==> config.mk <==
export PLATFORM = sky130hd
export DESIGN_NAME = sig_ext16_32
export DESIGN_NICKNAME = d
export VERILOG_FILES = /design/src/rtl/sig_ext_pkg.sv /design/src/rtl/sig_ext16_32.sv
export SDC_FILE = /design/constraint.sdc
export NUM_CORES = 1
export LEC_CHECK = 0
export CAP_MARGIN = 10
export CORE_UTILIZATION = 35
export CTS_CLUSTER_DIAMETER = 60
export DETAILED_ROUTE_END_ITERATION = 8
export PLACE_DENSITY = 0.84
export SKIP_LAST_GASP = 1
export SYNTH_ARGS = -nofsm -noshare
export SYNTH_HDL_FRONTEND = slang
export SYNTH_SLANG_ARGS = --single-unit
==> constraint.sdc <==
create_clock -name clk -period 1.1 [get_ports clk]
set_input_delay 0.22 -clock clk [delete_from_list [all_inputs] [get_ports clk]]
set_output_delay 0.22 -clock clk [all_outputs]
set_load 0.03 [all_outputs]
==> src/rtl/sig_ext_pkg.sv <==
// Shared definitions for the decode-stage immediate extender: mode encoding,
// default widths and the reference extension function.
package sig_ext_pkg;

  typedef enum logic [1:0] {
    EXT_SIGN   = 2'd0,
    EXT_ZERO   = 2'd1,
    EXT_UPPER  = 2'd2,
    EXT_BRANCH = 2'd3
  } ext_sel_e;

  localparam int IMM_W  = 16;
  localparam int WORD_W = 32;

  // Branch offsets are word-aligned: the sign-extended value moves up two bits
  // and its top two bits fall off, with no saturation.
  function automatic logic [WORD_W-1:0] extend(input ext_sel_e sel,
                                               input logic [IMM_W-1:0] imm);
    logic [WORD_W-1:0] sx;
    sx = {{(WORD_W-IMM_W){imm[IMM_W-1]}}, imm};
    case (sel)
      EXT_ZERO:   extend = {{(WORD_W-IMM_W){1'b0}}, imm};
      EXT_UPPER:  extend = {imm, {(WORD_W-IMM_W){1'b0}}};
      EXT_BRANCH: extend = {sx[WORD_W-3:0], 2'b00};
      default:    extend = sx;
    endcase
  endfunction

endpackage

==> src/rtl/sig_ext16_32.sv <==
// Immediate extender: zero-latency sign extension plus a registered,
// mode-selectable extension that feeds the ALU operand mux.
module sig_ext16_32
  import sig_ext_pkg::*;
#(
  parameter int IN_W  = IMM_W,
  parameter int OUT_W = WORD_W
) (
  input  logic             clk,
  input  logic             rst,
  input  logic [IN_W-1:0]  input_data,
  output logic [OUT_W-1:0] output_data,
  output logic             is_neg,
  input  logic [1:0]       ext_sel,
  input  logic             in_valid,
  output logic [OUT_W-1:0] out_data_q,
  output logic             out_valid,
  output logic             out_neg_q
);

  if (IN_W < 2 || OUT_W < IN_W + 2) begin : g_bad_widths
    $error("sig_ext16_32: need IN_W >= 2 and OUT_W >= IN_W + 2");
  end

  // Touches only input_data, so undriven control pins cannot disturb it.
  assign output_data = {{(OUT_W-IN_W){input_data[IN_W-1]}}, input_data};
  assign is_neg      = input_data[IN_W-1];

  logic [OUT_W-1:0] ext_next;

  if (IN_W == IMM_W && OUT_W == WORD_W) begin : g_pkg_extend
    assign ext_next = extend(ext_sel_e'(ext_sel), input_data);
  end else begin : g_local_extend
    always_comb begin
      // NOTE: default assignment first so every path drives ext_next -- no latch.
      ext_next = output_data;
      case (ext_sel_e'(ext_sel))
        EXT_ZERO:   ext_next = {{(OUT_W-IN_W){1'b0}}, input_data};
        EXT_UPPER:  ext_next = {input_data, {(OUT_W-IN_W){1'b0}}};
        EXT_BRANCH: ext_next = {output_data[OUT_W-3:0], 2'b00};
        default:    ext_next = output_data;
      endcase
    end
  end

  always_ff @(posedge clk) begin
    // NOTE: non-blocking assignments for all state so every register samples
    // pre-edge values regardless of statement order.
    if (rst) begin
      out_data_q <= '0;
      out_valid  <= 1'b0;
      out_neg_q  <= 1'b0;
    end else begin
      out_valid <= in_valid;
      // Data and sign hold on idle cycles; only the valid flag drops.
      if (in_valid) begin
        out_data_q <= ext_next;
        out_neg_q  <= input_data[IN_W-1];
      end
    end
  end

endmodule

Word-level counts from Yosys, hierarchy flattened --
Index checks and enable logic that the tools add are counted.
Word-level totals: flip-flop bits (word level) 34, word-level logic and storage cells 7
Cells by class: equality and inequality tests 3, muxes and demuxes 1
Operators with widths (number):
- $pmux W32 S3 | 1
- $eq A2 B2 Y1 const B | 2
- $eq A2 B1 Y1 const B | 1

Depth between registers and ports, before layout --
Gate-level depths: netlist of run 1.
depth after elaboration 2, gate-level depth with buffers 5, depth with buffers taken out 3

Least setup slack after synthesis of run 1 --
OpenSTA, ideal clock, no wires.
path type input port to flip-flop, from in ext_sel[1], to reg out_data_q[17], library setup time 134 ps, arrival 933 ps, data required time 966 ps, path slack 33 ps, cell stages on the path 5, path buffers 2, cell sequence buf_4 xnor2_1 a21boi_2 buf_4 a211oi_1
Between the ends: word-level cells in the longest chain between the ends 2, elaborated cells on any way between the ends 4, those cells by class 3 x eq/ne; 1 x mux
RTL lines:
- from (decl) | RTL line sig_ext16_32.sv:14 | input logic [1:0] ext_sel,
- $eq A2 B2 Y1 / $eq A2 B1 Y1 (equally long branches) | RTL line sig_ext_pkg.sv:21 | case (sel)
- $pmux W32 S3 (*) | RTL line sig_ext_pkg.sv:21
- to (signal assigned) | RTL line sig_ext16_32.sv:57 | out_data_q <= ext_next;
- to (decl) | RTL line sig_ext16_32.sv:16 | output logic [OUT_W-1:0] out_data_q,
Mark *: on every way between the ends. The rest lies on a longest branch, timed or not. A chain may end at the register's enable or synchronous reset.

Worst setup path in the final report of run 1 --
from reg out_data_q[25], to out out_data_q[25]
No word-level cell between the ends.

==> results of run 1 <==
[final cells by class]
cell class	instances	area, um2
Multi-Input combinational cell	123	682
Sequential cell	34	681
Tap cell	52	65.1
Clock inverter	1	30.0
Timing Repair Buffer	100	857
Clock buffer	7	76.3
Fill cell	428	2050
[tightest hold or removal path: cells and delay by family]
kind,cells,cell delay (ns)
AOI/OAI and AO/OA,1,0.07
and+or+nand+nor,1,0.10
buffers and inverters,1,0.17
[power groups by stage]
stage	logic (mW)	clock network, mW	registers, mW
after floorplan	0.414	0	1.53
after global placement	0.863	0	1.38
after global routing	0.952	1.18	1.36
after detailed placement	0.871	0	1.38
after CTS	0.894	1.13	1.35
final	0.898	1.12	1.35
[how the worst max path moves through the flow]
| stage | end | slack (ns) | cells past startpoint |
|---|---|---|---|
| floorplan | out_data_q[17] | 0.03 | 5 |
| global placement | out_data_q[26] | -0.53 | 4 |
| detailed placement | out_data_q[19] | -0.57 | 4 |
| CTS | output_data[16] | 0.0006 | 3 |
| global route | out_data_q[6] | -0.0003 | 5 |
| finish | out_data_q[25] | 0.07 | 1 |
[cell families after synthesis]
family                 count (synthesis)  share of synthesized area [%]
AND/OR/NAND/NOR                       72                           20.5
AO/OA/AOI/OAI                         47                           17.4
XOR/XNOR                               1                          0.532
buffers and inverters                 46                           19.7
flip-flops                            34                           41.3
multiplexers                           1                          0.607
[flip-flops by register name, indices dropped and copies added, names as in the netlist]
name,count
out_valid,1
out_data_q,32
out_neg_q,1
[per-layer routing]
metal	vias to the layer above	GRT usage [%]
li1	766	-
met5	-	0
met4	0	8.67
met3	10	4.70
met2	66	30.7
met1	697	21.4
[layout by cell type, fill, tap and decap left out, drive strengths merged]
| master | instances |
|---|---|
| xnor2 | 1 |
| nand3 | 3 |
| and2b | 2 |
| nor2b | 17 |
| a211oi | 14 |
| mux2i | 1 |
| clkbuf | 8 |
| nand2 | 28 |
| and4b | 2 |
| bufinv | 1 |
| dlygate4sd2 | 16 |
| a21o | 1 |
| dfxtp | 34 |
| nand2b | 3 |
| a311oi | 2 |
| clkdlybuf4s15 | 1 |
| a21boi | 1 |
| o21ai | 13 |
| nor2 | 19 |
| dlymetal6s2s | 1 |
| buf | 81 |
| a21oi | 16 |
[stage by stage]
step / TNS [ns] / utilization, % / setup slack (ns) / instances
after CTS: 0 / 53.5 / 0.000647 / 316
after floorplan: 0 / - / 0.0335 / 201
final: 0 / 53.8 / 0.0735 / 317
after global placement: -23.53 / 49.5 / -0.531 / 305
after detailed placement: -24.40 / 49.5 / -0.575 / 305
after global routing: -0.000308 / 53.8 / -0.000308 / 317
[what timing repair did]
item	4_1_cts	5_1_grt
pin swaps	2	0
hold buffers	0	0
setup endpoints to repair	65	33
cloned	2	1
setup buffers	1	0
gates resized for setup	37	8
==> results.json, run 1 <==
{
  "synth_most_common_cell": "buf_4",
  "failed_checks": "design-rule violations",
  "ff2ff_path_depth": 3,
  "clkSlewWorstSetupHoldPaths_ns": 0.06,
  "antenna_found_initial": 0,
  "drive_gt1_share_pct": 35.5,
  "critPathSlowestCell": "dfxtp_1",
  "skew_ns": 0,
  "drt_pass1_iterations": 6,
  "grt_start_max_net_pins": 35,
  "start_util_pct": 37.1,
  "vias": 1539,
  "final_antenna_net_count": 0,
  "ys_top_cells_by_count": "buf_4, dfxtp_1, nand2_1, nor2_1",
  "diodes": 0,
  "p_sw_share_pct": 30.4,
  "vias_per_cell": 4.85,
  "r2r-start": "out_data_q[11]",
  "wl_mm": 4.48,
  "cts_buffers": 5,
  "critPathMaxFanout": 2,
  "min_from": "input_data[15]",
  "design_area_um2": 2390,
  "seqPwrFrac_pct": 40.2,
  "die_x_um": 70.6,
  "grt.total_usage_pct": 18.1,
  "dieArea_um2": 4990,
  "holdWs_ns": 0.326,
  "postSynthCellCount": 201,
  "path_class": "reg2out",
  "drtIter0Drc": 124,
  "clk_latency_ns": 0.28,
  "top_layer_used": "met4",
  "ys_types": 22,
  "rrSetupSlack_ns": 0.34,
  "critPathBufInv": 1,
  "ys_seq_area_share_pct": 41.3,
  "grt_pass1_vias": 1483,
  "final_nets": 285,
  "holdPathStages": 3,
  "core_um2": 4440,
  "period_share_pct": 93.3,
  "worstPathRequired_ns": 0.88,
  "min_path_type": "in2reg",
  "setup_viol": 0,
  "peakVddDrop_mv": 0.747,
  "synth_flop_cell": "dfxtp_1",
  "num_rows": 24,
  "grt_first_pass_wirelength_mm": 7.04,
  "cp-end-kind": "output port",
  "status": "finished with violations",
  "hold_viol": 0,
  "worst_slew_pin_slew_ns": 0.275,
  "clock_path_buffers": 2,
  "htree_levels": 2,
  "p_clk_share_pct": 33.2,
  "timing.rr.end": "out_data_q[11]",
  "internal_power_mw": 2.34,
  "p_leak_nw": 1.08,
  "hpwl_mm": 3.07,
  "drt-met1-wl_mm": 1.92,
  "ys_seq_elements": 34,
  "max_freq_ghz": 0.974,
  "drc_errors": 15,
  "syn2layout_area_growth_pct": 45.1,
  "wire_per_inst_um": 14.1,
  "grt-ovfl-total": 0,
  "drv_slew": 0,
  "hold_end": "out_data_q[31]",
  "gp_congestion": 0.816,
  "die_h_um": 70.6,
  "io_buffer_count": 87,
  "crit_arrival_ns": 0.81,
  "cpLargestDelayFamily": "flip-flops",
  "crit_path_start": "out_data_q[25]",
  "met3_length_um": 345,
  "clockRootBuffer": "clkbuf_8",
  "ios": 88,
  "total_power_mw": 3.37,
  "period_minus_slack_ns": 1.03,
  "cap_violations": 0,
  "wl_met2_mm": 2.12,
  "cts_sinks": 34,
  "async_reset_ff_share_pct": 0,
  "crit_path_start_kind": "flip-flop",
  "slowest_delay_ns": 0.35,
  "synth_top_area_share_pct": 41.3,
  "power_frac_comb_pct": 26.7,
  "p_per_area_nw_per_um2": 1410,
  "p_sw_mw": 1.02,
  "timing.critical_path.cells": "buf_4",
  "ys_warn_count": 0,
  "synth_top_cell_by_area": "dfxtp_1",
  "synth-edff-count": 0,
  "slew_headroom_pct": 81.7,
  "syn_avg_cell_area_um2": 8.20,
  "place_area_um2": 2200,
  "synthTopCellsByArea": "dfxtp_1, buf_4, a211oi_1",
  "cts_tree": "done",
  "synth.cell_area_um2": 1650,
  "synth_nets": 222
}
No activity file was read; power rests on OpenSTA's default activity.
==> inputs of run 2 (changes only) <==
--- a/config.mk
+++ b/config.mk
@@ -9,7 +9,7 @@
 export CORE_UTILIZATION = 35
 export CTS_CLUSTER_DIAMETER = 60
 export DETAILED_ROUTE_END_ITERATION = 8
-export PLACE_DENSITY = 0.84
+export PLACE_DENSITY_LB_ADDON = 0.08
 export SKIP_LAST_GASP = 1
 export SYNTH_ARGS = -nofsm -noshare
 export SYNTH_HDL_FRONTEND = slang
==> run 2 against run 1 <==
  * The flow still finishes with violations (design-rule violations)
  * Critical path type is now in2out
  * Routed wire length increased by 0.85%
  * Via count shrank 2.8%
  * Non-clock buffer count rose by 1
  * Combinational power down 0.6%
  * Core utilization decreased by 0.79 points
  * Critical endpoint is now output_data[31]
==> results.json, run 2 (same netlist as run 1, synthesis figures left out) <==
{
  "utilization_pct": 53.0,
  "total_power_mw": 3.13,
  "largest_register_ffs": 32,
  "die_x_um": 70.6,
  "final_cell_mix": "buf_4, dfxtp_1, nand2_1",
  "timing.rr.end": "out_data_q[2]",
  "clock_path_buffers": 2,
  "p_clk_share_pct": 28.3,
  "crit_path_start_kind": "input port",
  "clockRootBuffer": "clkbuf_8",
  "rsz0062_at_grt": "false",
  "setup_ws_ns": 0.0405,
  "worst_slew_pin_slew_ns": 0.281,
  "multiInputGateArea_um2": 687,
  "vias": 1496,
  "ctsHoldBuffers": 0,
  "cts_tree": "done",
  "antenna_found_initial": 0,
  "nFillCells": 474,
  "hold_end": "out_data_q[15]",
  "io_buffer_count": 87,
  "peakVddDrop_mv": 0.873,
  "p_leak_nw": 1.07,
  "hpwl_mm": 3.04,
  "cap_violations": 0,
  "holdPathStages": 3,
  "grt-ovfl-total": 0,
  "cp-end-kind": "output port",
  "htree_levels": 2,
  "p_sw_mw": 1.04,
  "diodes": 0,
  "wire_per_inst_um": 14.3,
  "use_met1_pct": 24.4,
  "layout_commonest_cell": "buf_4",
  "top_register": "out_data_q",
  "holdWs_ns": 0.364,
  "grt_pass1_vias": 1424,
  "drc_errors": 16,
  "crit_arrival_ns": 0.84,
  "seqPwrFrac_pct": 43.2,
  "min_path_type": "in2reg",
  "min_from": "in_valid",
  "clk_latency_ns": 0.28,
  "num_rows": 24,
  "critPathMaxFanout": 19,
  "drv_slew": 0,
  "syn2layout_area_growth_pct": 43.0,
  "cts_sinks": 34,
  "grt_use_met3_pct": 5.56,
  "use_met2_pct": 28.7,
  "register_area_um2": 681,
  "reg_top3": "out_data_q (32), out_neg_q (1), out_valid (1)",
  "p_per_area_nw_per_um2": 1330,
  "ff2ff_path_depth": 3,
  "hold_viol": 0,
  "drt_pass1_iterations": 6,
  "p_sw_share_pct": 33.2,
  "place_ws_ns": -0.612,
  "grt_start_max_net_pins": 35,
  "vias_per_cell": 4.72,
  "die_h_um": 70.6,
  "final_nets": 286,
  "period_share_pct": 96.3,
  "grt_first_pass_wirelength_mm": 7.07,
  "wl_mm": 4.52,
  "path_class": "in2out",
  "grt.busiest_layer": "met2",
  "rrSetupSlack_ns": 0.33,
  "internal_power_mw": 2.09,
  "period_minus_slack_ns": 1.06,
  "slew_headroom_pct": 81.2,
  "core_um2": 4440,
  "dieArea_um2": 4990,
  "start_util_pct": 37.1,
  "max_freq_ghz": 0.944,
  "final_antenna_net_count": 0,
  "power_frac_comb_pct": 28.6,
  "worstPathRequired_ns": 0.88,
  "r2r-start": "out_data_q[2]",
  "cts_buffers": 5,
  "drive_gt1_share_pct": 37.4,
  "clkSlewWorstSetupHoldPaths_ns": 0.07,
  "failed_checks": "design-rule violations",
  "status": "finished with violations",
  "drtIter0Drc": 90,
  "skew_ns": 0,
  "grt.total_usage_pct": 18.2,
  "gp_congestion": 0.699,
  "setup_viol": 0,
  "ios": 88
}
-- run 2: changes by cell type in the layout (fill, tap and decap cells not counted), moves of 2 or more --
cell	before	now
buf_4	64	69
buf_2	2	0
clkbuf_1	2	0
clkinv_2	0	2
-- run 2: power groups by stage --
stage / Combinational, mW / Clock (mW) / Sequential (mW)
6_report: 0.893 / 0.884 / 1.35
5_1_grt: 0.947 / 0.948 / 1.36
4_1_cts: 0.891 / 0.898 / 1.35
3_5_place_dp: 0.873 / 0 / 1.38
3_3_place_gp: 0.871 / 0 / 1.38
2_1_floorplan: 0.414 / 0 / 1.53
-- run 2: metrics by stage --
stage / setup TNS (ns) / cells / area (um2)
2_1_floorplan: 0 / 201 / 1650
6_report: 0 / 317 / 2360
3_3_place_gp: -24.22 / 307 / 2200
4_1_cts: 0 / 316 / 2340
5_1_grt: 0 / 317 / 2360
3_5_place_dp: -24.26 / 307 / 2200
-- run 2: metal layers --
metal,vias to the layer above,part of all wire [%]
met5,-,0
met1,670,49
met2,56,44
li1,766,-
met4,0,0.60
met3,4,6.5
-- run 2: what timing repair did --
action,in CTS,in global routing
gates cloned,1,1
setup endpoints to repair,63,18
resized for setup,35,9
pin swaps,1,0
setup buffers,1,0
-- run 2: worst max-delay path, stage by stage --
cell and delay [ns]:
clkdlybuf4s15_2 0.25, buf_6 0.18, buf_4 0.18
-- run 2: how the worst max path moves through the flow --
stage | cells after the start | slack [ns] | from | end
floorplan | 5 | 0.03 | ext_sel[1] | out_data_q[17]
global placement | 4 | -0.59 | ext_sel[1] | out_data_q[19]
detailed placement | 4 | -0.61 | ext_sel[1] | out_data_q[27]
CTS | 4 | 0.008 | rst | out_data_q[11]
global route | 3 | 0.001 | input_data[15] | output_data[24]
finish | 3 | 0.04 | input_data[15] | output_data[31]
-- run 2: area by class of cell --
class / instances / area share [%]
clock inverter: 2 / 0.425
tap: 52 / 2.76
clock buffer: 5 / 2.92
sequential: 34 / 28.9
multi-input combinational: 123 / 29.2
timing repair buffer: 101 / 35.8
==> RTL edit 1 (config.mk and constraints of run 2) <==
Register the inputs `input_data`, `ext_sel` and `in_valid` before use, without a reset. The logic sees them one clock later.
--- a/src/rtl/sig_ext16_32.sv
+++ b/src/rtl/sig_ext16_32.sv
@@ -18,25 +18,35 @@
   output logic             out_neg_q
 );
 
+  logic [IN_W-1:0] input_data_q;
+  logic [1:0] ext_sel_q;
+  logic in_valid_q;
+
+  always_ff @(posedge clk) begin
+    input_data_q <= input_data;
+    ext_sel_q    <= ext_sel;
+    in_valid_q   <= in_valid;
+  end
+
   if (IN_W < 2 || OUT_W < IN_W + 2) begin : g_bad_widths
     $error("sig_ext16_32: need IN_W >= 2 and OUT_W >= IN_W + 2");
   end
 
   // Touches only input_data, so undriven control pins cannot disturb it.
-  assign output_data = {{(OUT_W-IN_W){input_data[IN_W-1]}}, input_data};
-  assign is_neg      = input_data[IN_W-1];
+  assign output_data = {{(OUT_W-IN_W){input_data_q[IN_W-1]}}, input_data_q};
+  assign is_neg      = input_data_q[IN_W-1];
 
   logic [OUT_W-1:0] ext_next;
 
   if (IN_W == IMM_W && OUT_W == WORD_W) begin : g_pkg_extend
-    assign ext_next = extend(ext_sel_e'(ext_sel), input_data);
+    assign ext_next = extend(ext_sel_e'(ext_sel_q), input_data_q);
   end else begin : g_local_extend
     always_comb begin
       // NOTE: default assignment first so every path drives ext_next -- no latch.
       ext_next = output_data;
-      case (ext_sel_e'(ext_sel))
-        EXT_ZERO:   ext_next = {{(OUT_W-IN_W){1'b0}}, input_data};
-        EXT_UPPER:  ext_next = {input_data, {(OUT_W-IN_W){1'b0}}};
+      case (ext_sel_e'(ext_sel_q))
+        EXT_ZERO:   ext_next = {{(OUT_W-IN_W){1'b0}}, input_data_q};
+        EXT_UPPER:  ext_next = {input_data_q, {(OUT_W-IN_W){1'b0}}};
         EXT_BRANCH: ext_next = {output_data[OUT_W-3:0], 2'b00};
         default:    ext_next = output_data;
       endcase
@@ -51,11 +61,11 @@
       out_valid  <= 1'b0;
       out_neg_q  <= 1'b0;
     end else begin
-      out_valid <= in_valid;
+      out_valid <= in_valid_q;
       // Data and sign hold on idle cycles; only the valid flag drops.
-      if (in_valid) begin
+      if (in_valid_q) begin
         out_data_q <= ext_next;
-        out_neg_q  <= input_data[IN_W-1];
+        out_neg_q  <= input_data_q[IN_W-1];
       end
     end
   end
Formal check against the unedited RTL: not equivalent (a bounded check fails within 4 cycles, from zero or initial values and one cycle with rst high).
==> RTL edit 1 against run 2 <==
The run ends with setup timing left. Hold slack got worse by 20 ps. Area after synthesis increased by 16%. Routed wire length up 17%. Sequential cell count up 19. Sequential power is 57% higher. Global-route usage grew 0.44 points. Setup slack got worse by 220 ps. Critical path depth stayed put. Synthesized cell count up 1.5%. Count of clock-buffer cells in the layout increased by 3. Final area increased by 44%. Power grew 43%. Clock power increased by 43%. Largest cell class unchanged. Highest routed layer unchanged.
==> RTL edit 1: results (changes against run 2) <==
Synth
  – Post-synth top cells: 53 x dfxtp_1, 28 x nand2_1, 21 x buf_4, 19 x nor2_1 (was 37 x buf_4, 34 x dfxtp_1, 28 x nand2_1, 19 x nor2_1)
  – Synth Instances: 204 (was 201)

Place
  – DP Cell Count: 345 (was 307)
  – Dpl cell area: 2630 um2 (was 2200 um2)

Outcome
  – Status: complete, but fails checks (unchanged)
  – Failing checks: setup timing (was DRC)

Timing
  – Final Worst Setup Slack: -179 ps (was 40.5 ps)
  – Final setup viols: 48 (was 0)
  – Worst rel slew slack: 0.779 (was 0.812)

Layout
  – Share of layout cells above drive strength 1: 0.570 (was 0.374)
  – Final Non-Filler Cells: 372 (was 317)
  – Final-layout clock buffer total: 8 (was 5)
  – Fillers: 417 (was 474)
  – Largest regs: out_data_q (32), input_data_q (16), ext_sel_q (2) (was out_data_q (32), out_neg_q (1), out_valid (1))
  – Multi-input gates: 122 (was 123)

Detailed routing
  – Routed met2 length: 2670 um (was 2000 um)
  – WL final: 5270 um (was 4520 um)
  – Met3 Wirelength: 261 um (was 295 um)
  – DRT Pass-1 Iters: 4 (was 6)
  – Initial drt markers: 85 (was 90)

CTS
  – Post-CTS resize count: 88 (was 35)

Global route
  – Vias in the first global route: 1621 (was 1424)
  – Routing usage on met2: 0.336 (was 0.287)

Setup path
  – Crit path largest cell delay: 360 ps (was 250 ps)
  – Path depth of the worst reg2reg path: 5 (was 3)
  – CP max-delay cell: dfxtp_4 (was clkdlybuf4s15_2)
  – Reg2Reg Launch Point: ext_sel_q[0] (was out_data_q[2])
  – Worst Path Arrival: 1060 ps (was 840 ps)

Power
  – Worst vdd ir: 0.813 mV (was 0.873 mV)
  – Internal power: 3180 uW (was 2090 uW)

Hold path
  – Worst Hold Depth: 1 (was 3)
## RTL edit 1: how the worst min path moves through the flow
| stage | to | start | slack (ps) |
|---|---|---|---|
| 2_1_floorplan | input_data_q[15] | input_data[15] | 250 |
| 3_3_place_gp | out_data_q[31] | out_data_q[31] | 460 |
| 3_5_place_dp | out_data_q[31] | out_data_q[31] | 470 |
| 4_1_cts | input_data_q[9] | input_data[9] | 330 |
| 5_1_grt | input_data_q[13] | input_data[13] | 320 |
| 6_report | input_data_q[9] | input_data[9] | 340 |
## RTL edit 1: power groups by stage
stage / logic (uW) / registers [uW] / clock network (uW)
2_1_floorplan: 314 / 2370 / 0
3_3_place_gp: 842 / 2170 / 0
3_5_place_dp: 851 / 2160 / 0
4_1_cts: 1010 / 2130 / 1310
5_1_grt: 1160 / 2140 / 1400
6_report: 1090 / 2120 / 1260
## RTL edit 1: logic make-up after synthesis
kind of cell | synth area share
simple gates | 0.177
flops | 0.556
compound gates | 0.150
buf+inv | 0.107
xor+xnor | 0.00459
mux | 0.00525
==> RTL edit 2 (settings of run 2) <==
Without the edit above. Set the package constant `WORD_W` to 48 (it was 32).
--- a/src/rtl/sig_ext_pkg.sv
+++ b/src/rtl/sig_ext_pkg.sv
@@ -10,7 +10,7 @@
   } ext_sel_e;
 
   localparam int IMM_W  = 16;
-  localparam int WORD_W = 32;
+  localparam int WORD_W = 48;
 
   // Branch offsets are word-aligned: the sign-extended value moves up two bits
   // and its top two bits fall off, with no saturation.
Interface: changed (resized out_data_q and output_data); port bits go from 88 to 120. The function was not compared with the original's and may differ.
==> RTL edit 2 against run 2 <==
The flow finishes with violations (setup timing). Critical path depth shrank 1. Die area is 16% higher. Power up 17%. Area after synthesis is 17% higher. Routed wire length grew 8.7%. Largest cell class unchanged. Critical endpoint is now out_data_q[31]. Critical path type is now reg2out. Final area increased by 24%. Setup slack lost 80 ps. Highest routed layer unchanged. Sequential cell count increased by 2. Cell count grew 22%.
==> RTL edit 2: results (changes against run 2) <==
Outcome
  – Status: complete, but fails checks (unchanged)
  – Failing checks: setup timing (was DRC)

Synth
  – Ys Warns: 0 (unchanged)
  – Area contributors post-synth: dfxtp_1 37%, buf_4 25%, a211oi_1 5.9%, nand2_1 5.7%, nor2b_1 5.5% (was dfxtp_1 41%, buf_4 17%, a211oi_1 6.4%, nand2_1 6.4%, nor2b_1 6.1%)
  – Netlist cell types: 18 (was 22)
  – Synthesized net count: 260 (was 222)
  – Post-synth top cells: 65 x buf_4, 36 x dfxtp_1, 29 x nand2_1, 21 x nor2_1 (was 37 x buf_4, 34 x dfxtp_1, 28 x nand2_1, 19 x nor2_1)
  – Register area share after synthesis: 0.375 (was 0.413)

Layout
  – Largest regs: out_data_q (34), out_neg_q (1), out_valid (1) (was out_data_q (32), out_neg_q (1), out_valid (1))
  – # nets final: 338 (was 286)
  – Share of layout cells above drive strength 1: 0.470 (was 0.374)
  – Ant. Diodes: 0 (unchanged)

Detailed routing
  – Wire length per cell: 12.7 um (was 14.3 um)
  – Via-to-Cell Ratio: 4.47 (was 4.72)
  – DRT Pass-1 Iters: 4 (was 6)
  – Initial drt markers: 76 (was 90)

Global route
  – Largest net degree at the start of global routing: 37 (was 35)
  – Vias in the first global route: 1530 (was 1424)
  – Global Route Usage Sum: 0.169 (was 0.182)
  – First-pass GRT wire length: 7870 um (was 7070 um)
  – Antenna violations before repair: 0 (unchanged)

Timing
  – Final Worst Setup Slack: -39.0 ps (was 40.5 ps)
  – Final setup viols: 15 (was 0)
  – Worst slew pin tran: 289 ps (was 281 ps)
  – Hold WS: 364 ps (about the same)

Place
  – Port buffer count: 119 (was 87)
  – DP Wirelength: 3250 um (was 3040 um)
  – GP Congestion: 0.694 (was 0.699)

Power
  – Pleak: 0.00135 uW (was 0.00107 uW)
  – Worst vdd ir: 0.634 mV (was 0.873 mV)

Setup path
  – Worst Path Arrival: 920 ps (was 840 ps)
  – Reg-to-reg setup timing slack: 250 ps (was 330 ps)
  – Worst Path Max Fanout: 8 (was 19)
RTL edit 2: worst paths after layout:
path | from | end | cells past startpoint
max reg2reg | out_data_q[31] | out_data_q[31] | 4
max | out_data_q[31] | out_data_q[31] | 2
min | input_data[4] | out_data_q[6] | 3
min reg2reg | out_data_q[47] | out_data_q[47] | 2
RTL edit 2: timing repair:
| action | CTS | global route |
|---|---|---|
| endpoints found under the setup margin | 97 | 63 |
| pin swaps | 0 | 2 |
| gates resized for setup | 52 | 29 |
| gates cloned | 0 | 1 |
| setup buffers | 3 | 1 |
RTL edit 2: layout make-up:
class / count / area, um2
tap: 70 / 87.6
timing repair buffer: 146 / 1290
fill: 506 / 2270
clock buffer: 7 / 96.3
multi-input combinational: 128 / 733
sequential: 36 / 724
RTL edit 2: cell families (layout without fill, tap and decap cells):
logic type | after synthesis | count (layout) | share of synthesized area
xor+xnor | 1 | 1 | 0.00455
compound gates | 48 | 48 | 0.151
simple gates | 77 | 78 | 0.185
buf+inv | 76 | 153 | 0.279
mux | 1 | 1 | 0.00520
flops | 36 | 36 | 0.375
RTL edit 2: critical path: stages, from the launching register on:
cell and delay, ps:
dfxtp_4 360, buf_12 140, buf_6 130
RTL edit 2: routing by layer:
layer	GRT usage	wire length, um
met5	0	0
met2	0.273	2270
met1	0.215	2210
met3	0.0467	352
met4	0.0635	70
RTL edit 2: through the flow:
step / instances / cell area, um2 / worst slack, ps / TNS, ps
floorplan: 239 / 1930 / 10.0 / 0
CTS: 385 / 2820 / -62.5 / -846
global route: 387 / 2930 / -73.8 / -1090
detailed placement: 375 / 2590 / -684 / -32330
global placement: 375 / 2590 / -675 / -31980
finish: 387 / 2930 / -39.0 / -557
RTL edit 2: where the power goes:
group	switching [uW]	internal, uW	leakage [uW]
clock	462	558	0.0000503
sequential	42.2	1390	0.000298
combinational	716	487	0.00100
total	1220	2430	0.00135
